[src/rtl/spm_sequencer_pkg.sv]
// rtl/spm_sequencer_pkg.sv - shared types and sizing helpers for the spm operand sequencer
package spm_sequencer_pkg;

    localparam int DEFAULT_SIZE   = 32;
    localparam int DEFAULT_PROD_W = 2 * DEFAULT_SIZE;

    typedef enum logic [2:0] {
        ST_IDLE,
        ST_CLEAR,
        ST_SHIFT,
        ST_DRAIN,
        ST_DONE
    } state_e;

    // Counter must reach 2*size-1 without wrapping; one spare bit keeps it clear of the edge.
    function automatic int cnt_width(input int size);
        return $clog2(2 * size) + 1;
    endfunction

endpackage

[src/rtl/spm_prod_deser.sv]
// rtl/spm_prod_deser.sv - LSB-first serial-to-parallel capture of the array product
module spm_prod_deser
    import spm_sequencer_pkg::*;
#(
    parameter int W = DEFAULT_PROD_W
) (
    input  logic         clk,
    input  logic         rst_i,
    input  logic         clr_i,
    input  logic         cap_en_i,
    input  logic         bit_i,
    output logic [W-1:0] data_o
);

    logic [W-1:0] data_q;

    // Each capture shifts right and inserts the new bit at the top, so the first bit lands in [0].
    always_ff @(posedge clk) begin
        if (rst_i || clr_i) begin
            data_q <= '0;
        end else if (cap_en_i) begin
            data_q <= {bit_i, data_q[W-1:1]};
        end
    end

    assign data_o = data_q;

endmodule

[src/rtl/spm_sequencer.sv]
// rtl/spm_sequencer.sv - operand sequencer and product collector for the bit-serial multiplier array
module spm_sequencer
    import spm_sequencer_pkg::*;
#(
    parameter int SIZE       = DEFAULT_SIZE,
    parameter bit SIGN_EXT_Y = 1'b1
) (
    input  logic              clk,
    input  logic              rst_n,
    input  logic              in_valid,
    output logic              in_ready,
    input  logic [SIZE-1:0]   a_in,
    input  logic [SIZE-1:0]   b_in,
    output logic              spm_clr,
    output logic [SIZE-1:0]   spm_x,
    output logic              spm_y,
    input  logic              spm_p,
    output logic              out_valid,
    input  logic              out_ready,
    output logic [2*SIZE-1:0] product
);

    localparam int            PW   = 2 * SIZE;
    localparam int            CW   = cnt_width(SIZE);
    localparam logic [CW-1:0] LAST = CW'(PW - 1);

    state_e            state_q, state_d;
    logic [CW-1:0]     cnt_q, cnt_d;
    logic [SIZE-1:0]   a_q, a_d;
    logic [SIZE-1:0]   b_q, b_d;
    logic              fill;
    logic              cap_en;

    // rst_n is active-high here; it is also the only way spm_x returns to zero.
    always_ff @(posedge clk) begin
        if (rst_n) begin
            state_q <= ST_IDLE;
            cnt_q   <= '0;
            a_q     <= '0;
            b_q     <= '0;
        end else begin
            state_q <= state_d;
            cnt_q   <= cnt_d;
            a_q     <= a_d;
            b_q     <= b_d;
        end
    end

    // With sign extension the MSB refills itself, so it keeps the latched b sign for the upper half.
    assign fill = SIGN_EXT_Y ? b_q[SIZE-1] : 1'b0;

    // Next-state, handshake and array-control decode.
    always_comb begin
        state_d   = state_q;
        cnt_d     = cnt_q;
        a_d       = a_q;
        b_d       = b_q;
        in_ready  = 1'b0;
        out_valid = 1'b0;
        spm_clr   = 1'b0;
        spm_y     = 1'b0;
        cap_en    = 1'b0;
        case (state_q)
            ST_IDLE: begin
                in_ready = 1'b1;
                spm_clr  = 1'b1;
                if (in_valid) begin
                    a_d     = a_in;
                    b_d     = b_in;
                    cnt_d   = '0;
                    state_d = ST_CLEAR;
                end
            end
            ST_CLEAR: begin
                spm_clr = 1'b1;
                state_d = ST_SHIFT;
            end
            ST_SHIFT: begin
                spm_y  = b_q[0];
                b_d    = {fill, b_q[SIZE-1:1]};
                // The array output lags y by one cycle, so cycle 0 has nothing to capture yet.
                cap_en = (cnt_q != '0);
                cnt_d  = cnt_q + CW'(1);
                if (cnt_q == LAST) begin
                    state_d = ST_DRAIN;
                end
            end
            ST_DRAIN: begin
                cap_en  = 1'b1;
                state_d = ST_DONE;
            end
            ST_DONE: begin
                out_valid = 1'b1;
                if (out_ready) begin
                    state_d = ST_IDLE;
                end
            end
            default: state_d = ST_IDLE;
        endcase
    end

    assign spm_x = a_q;

    spm_prod_deser #(
        .W(PW)
    ) u_deser (
        .clk      (clk),
        .rst_i    (rst_n),
        .clr_i    (state_q == ST_CLEAR),
        .cap_en_i (cap_en),
        .bit_i    (spm_p),
        .data_o   (product)
    );

endmodule

[config.mk]
export PLATFORM = sky130hd
export DESIGN_NAME = spm_sequencer
export DESIGN_NICKNAME = d
export VERILOG_FILES = /design/src/rtl/spm_sequencer_pkg.sv /design/src/rtl/spm_prod_deser.sv /design/src/rtl/spm_sequencer.sv
export SDC_FILE = /design/constraint.sdc
export NUM_CORES = 1
export LEC_CHECK = 0
export CAP_MARGIN = 20
export CORE_MARGIN = 1.5
export CORE_UTILIZATION = 47
export CTS_CLUSTER_DIAMETER = 120
export DETAILED_ROUTE_END_ITERATION = 8
export PLACE_DENSITY = 0.8
export SYNTH_ARGS = -nofsm -noshare
export SYNTH_HDL_FRONTEND = slang
export SYNTH_SLANG_ARGS = --single-unit
[constraint.sdc]
create_clock -name clk -period 2.2 [get_ports clk]
set_input_delay 0.44 -clock clk [delete_from_list [all_inputs] [get_ports clk]]
set_output_delay 0.44 -clock clk [all_outputs]
set_load 0.02 [all_outputs]
**Yosys cells after proc, flatten, opt, wreduce, memory -nomap -nowiden**

Index checks and enable logic that the tools add are counted.

- Reductions and logical operators: 9
- Shifts and indexed selects: 0
- $lt $le $gt $ge: 0
- $mul: 0
- Muxes and demuxes: 13
- Add/subtract/negate cells: 1
- Div/mod/pow operators: 0
- Equal/unequal tests: 8
- Bitwise gates (word level): 1

Operator list:

| kind | number |
|---|---|
| $pmux W32 S2 | 1 |
| $mux W32 | 1 |
| $pmux W3 S5 | 1 |
| $pmux W7 S2 | 1 |
| $mux W3 | 3 |
| $add A7 B1 Y7 const B | 1 |
| $eq A7 B6 Y1 const B | 1 |
| $mux W7 | 1 |
| $reduce_bool A7 Y1 | 1 |
| $eq A3 B2 Y1 const B | 2 |
| $ne A2 B2 Y1 const B | 3 |
| $reduce_and A3 Y1 | 2 |
| $mux W1 | 4 |
| $reduce_and A2 Y1 | 2 |
| $eq A3 B1 Y1 const B | 1 |
| $eq A3 B3 Y1 const B | 1 |
| $logic_not A3 Y1 | 1 |
| $pmux W1 S2 | 1 |
| $reduce_bool A2 Y1 | 1 |
| $reduce_or A2 Y1 | 1 |
| $logic_or A1 B1 Y1 | 1 |
| $not A1 Y1 | 1 |

- Memories: 0
- Bits of input ports: 69
- Bits in registers: 138
- Memory bits (writable): 0
- ROM bits: 0
- Bits in latches: 0

**Depth between registers and ports, before layout**

- Word-level depth: 3
- Mapped depth: 7
- Gate-level depth less buffers: 5

**Modules after synthesis**

A second synthesis with hierarchy kept.

- Cells, all modules: 589
- Area total of the unflattened synthesis: 5306.3 um2

Modules (own cells, without submodules):

| module | seq. area each (um2) | instances | area an instance (um2) | cells each |
|---|---|---|---|---|
| spm_sequencer | 1481.4 | 1 | 2957.8 | 382 |
| spm_prod_deser | 1281.2 | 1 | 2348.5 | 207 |

**Worst setup path before layout**

Ideal clock, no wire load.

- Path kind: register to output
- Start point: register state_q[0]
- End point: output port spm_y
- Path slack: 0.365 ns
- Data required time: 1.760 ns
- Data arrival time: 1.395 ns
- Cell stages (with the launch flop): 5
- Buffers on the path: 2
- Path through: dfxtp_1 clkbuf_1 nor3b_2 clkbuf_1 and2_1

- Cells in the longest elaborated chain, start to end: 2

RTL lines:

| what | RTL line | source |
|---|---|---|
| from (decl) | spm_sequencer.sv:27 | `state_e state_q, state_d;` |
| from (signal assigned) | spm_sequencer.sv:42 | `state_q <= state_d;` |
| $eq A3 B2 Y1 | spm_sequencer.sv:63 | `case (state_q)` |
| $mux W1 | spm_sequencer.sv:63 |  |
| to (decl) | spm_sequencer.sv:16 | `output logic spm_y,` |

No other way between the ends.

**Worst setup path after layout**

- Start point: register cnt_q[0]
- End point: register u_deser.data_q[10] (netlist: u_deser.data_o[10])

- Cells in the longest elaborated chain, start to end: 2

RTL lines:

| what | RTL line | source |
|---|---|---|
| from (decl) | spm_sequencer.sv:28 | `logic [CW-1:0] cnt_q, cnt_d;` |
| from (signal assigned) | spm_sequencer.sv:43 | `cnt_q <= cnt_d;` |
| $reduce_bool A7 Y1 | spm_sequencer.sv:82 | `cap_en = (cnt_q != '0);` |
| $pmux W1 S2 | spm_sequencer.sv:63 |  |
| to (signal assigned) | spm_prod_deser.sv:22 | `data_q <= {bit_i, data_q[W-1:1]};` |
| to (decl) | spm_prod_deser.sv:15 | `logic [W-1:0] data_q;` |

No other way between the ends.
A chain may end at the register's enable or synchronous reset.

==> impl_metrics.ini <==
[place]
gp_congestion = 0.769
dp.final_hpwl_mm = 8.79
port_buffers = 168
dp_cells = 873
place_area_um2 = 7170
place_ws_ns = 0.0424

[floorplanning]
dieArea_um2 = 12300
num_rows = 39
die_w_um = 111
core_area_um2 = 11400
start_util = 0.480
ioPinCount = 169
die_height_um = 111

[hold_path]
hold-path-endpoint = spm_x[14]
min_from = spm_x[14]
hold_path_depth = 2
hold_path.class = reg -> reg

[power]
intPower_mw = 4.82
comb_power_share = 0.133
vdd_drop_max_v = 0.000428
power_mw = 6.39
p_clk_frac = 0.443
p_seq_frac = 0.424
p_sw_frac = 0.245
powerDensity_nw_per_um2 = 819
leakagePower_nw = 3.21
switching_power_mw = 1.57

[drt]
drt-vias-per-instance = 5.43
drtIter0Drc = 355
drc = 0
first_pass_iters = 6
wire_per_inst_um = 14.7
drtAntennaViolNets = 0
num_vias = 4922
routed_wl_mm = 13.3

[logic_synthesis]
synth_top_area_frac = 0.506
yosys_register_bits = 138
netlist_instances = 600
async_flop_share = 0
synth_enable_flop_cells = 0
synth_flop_cell = dfxtp_1
ys_seq_area_frac = 0.506
syn_nets = 671
synthTopCellsByArea = dfxtp_1 51%, mux2i_1 12%, nand3_1 6.2%
syn_area_um2 = 5460
synth-warning-count = 0
synth_top_area_cell = dfxtp_1
avgSynthCellArea_um2 = 9.10
ys_types = 38

[worst_setup_path]
crit_type = reg -> reg
arrival_ns = 2.45
cp.required_ns = 2.53
cp-start-kind = register
rr_worst_depth = 7
crit_chain = inv_1 > ha_1 > or4b_4 > o41ai_4 > buf_6 > buf_6 > mux2i_1
worst_setup_path_end_kind = register
r2r_setup_slack_ns = 0.08
crit_path_top_delay_cell = or4b_4
crit_top_cell = buf_6
r2r-start = cnt_q[0]
worstReg2RegEnd = u_deser.data_o[10]
crit_fanout = 19
critPathMaxStageDelay_ns = 0.48

[sta]
setup_viol_count_final = 0
fin_crit_ns = 2.12
hold_viol = 0
finalCritPeriodShare = 0.963
slew-limit-headroom = 0.581
finalMaxSlewViolations = 0
fin_worst_skew_ns = 0.0118
finalSetupTns_ns = 0
setup_slack_ns = 0.0823
worstMarginPinSlew_ns = 0.629
max_freq_ghz = 0.472

[global_routing]
grt_overflow = 0
track_usage = 0.214
antenna_found_initial = 0
grt_pass1_wl_mm = 21.8
grt_pass1_vias = 4735
grt_start_max_net_pins = 66

[clock_tree]
clkTransAtPathRegs_ns = 0.05
cts_root_buf = clkbuf_16
clockBufferDepth = 2
h-tree-depth = 4
clk_latency_ns = 0.41
clock_sinks = 138
cts_tree = yes
cts_buffers = 17

[layout]
final_nets = 822
drive_above_1_share = 0.0760
nFillCells = 884
areaGrowthSynthToFinish_pct = 43.0
antenna_cells = 0
final_common_cell = clkdlybuf4s50_1
mostFrequentLayoutCells = 165 x clkdlybuf4s50_1, 138 x dfxtp_1, 71 x nand2_1, 68 x nand3_1, 65 x nor3_1
instances_no_fill = 906
final_cell_area_um2 = 7800

[outcome]
status = finished clean

[run]
max_cap_viol_count = 0
==> Yosys cell counts, types with 3 or more instances <==
library cell  number
inv_1              5
a311oi_1           3
buf_12             6
nor3_1            65
buf_2             15
buf_4              5
a21oi_1           35
nand3_1           68
o21ai_0           31
clkbuf_1          27
dfxtp_1          138
mux2i_1           64
nand2_1           71
nor2_1            35
==> kinds of logic after synthesis <==
group                    count (synthesis)  synth area share
adder cells (fa/ha/maj)                  2           0.00458
flip-flops                             138             0.506
AO/OA/AOI/OAI                           82            0.0860
multiplexers                            64             0.117
buffers and inverters                   60            0.0674
AND/OR/NAND/NOR                        253             0.217
XOR/XNOR                                 1           0.00161
==> area by class of cell <==
cell class                      count  area, µm²  area share
Tap cell                          143        179      0.0229
Sequential cell                   138       2760       0.354
Multi-Input combinational cell    402       2360       0.303
Clock buffer                       19        443      0.0568
Timing Repair Buffer              187       1890       0.242
Inverter                            5       18.8     0.00241
Clock inverter                     12        150      0.0192
==> stage by stage <==
| step | hold slack, ns | utilization |
|---|---|---|
| 5_1_grt | 0.475 | 0.686 |
| 6_report | 0.454 | 0.686 |
| 4_1_cts | 0.454 | 0.683 |
| 3_5_place_dp | 0.447 | 0.631 |
| 2_1_floorplan | 0.433 | - |
| 3_3_place_gp | 0.440 | 0.631 |
==> sequential cells by signal, summed over array words and instances (netlist names) <==
register        flops
u_deser.data_o     64
b_q                32
spm_x              32
cnt_q               7
state_q             3
==> worst max-delay path: cells and delay by family, from the launching register on <==
family	cells	cell delay, ns
buffers and inverters	3	0.50
and+or+nand+nor	1	0.48
DFF	1	0.36
AOI/OAI and AO/OA	1	0.35
muxes	1	0.21
adders and majority gates	1	0.14
==> routing by layer <==
metal | part of all wire | vias to the layer above | global-route usage
li1 | - | 2401 | -
met1 | 0.43 | 2319 | 0.253
met2 | 0.49 | 180 | 0.363
met3 | 0.063 | 22 | 0.0672
met4 | 0.014 | 0 | 0.0803
met5 | 0 | - | 0
==> what timing repair did <==
action,in CTS,in global routing
setup endpoints to repair,2,3
hold buffers,0,0
gates cloned,0,1
buffers inserted,0,1
pin swaps,0,1
gates resized for setup,2,5
==> worst max path at each step <==
stage | from | endpoint | slack (ns)
after floorplan | state_q[0] | spm_y | 0.37
after global placement | in_valid | spm_x[6] | 0.11
final | cnt_q[0] | u_deser.data_o[10] | 0.08
after CTS | state_q[2] | in_ready | 0.06
after global routing | cnt_q[0] | u_deser.data_o[11] | -0.009
after detailed placement | in_valid | b_q[13] | 0.04
==> power groups by stage <==
stage	clock (mW)	sequential, mW	combinational [mW]
2_1_floorplan	0	2.80	0.477
3_3_place_gp	0	2.75	0.817
3_5_place_dp	0	2.76	0.841
4_1_cts	2.88	2.71	0.846
5_1_grt	3.00	2.73	0.930
6_report	2.83	2.71	0.849
Power figures use the tool's default switching activity.
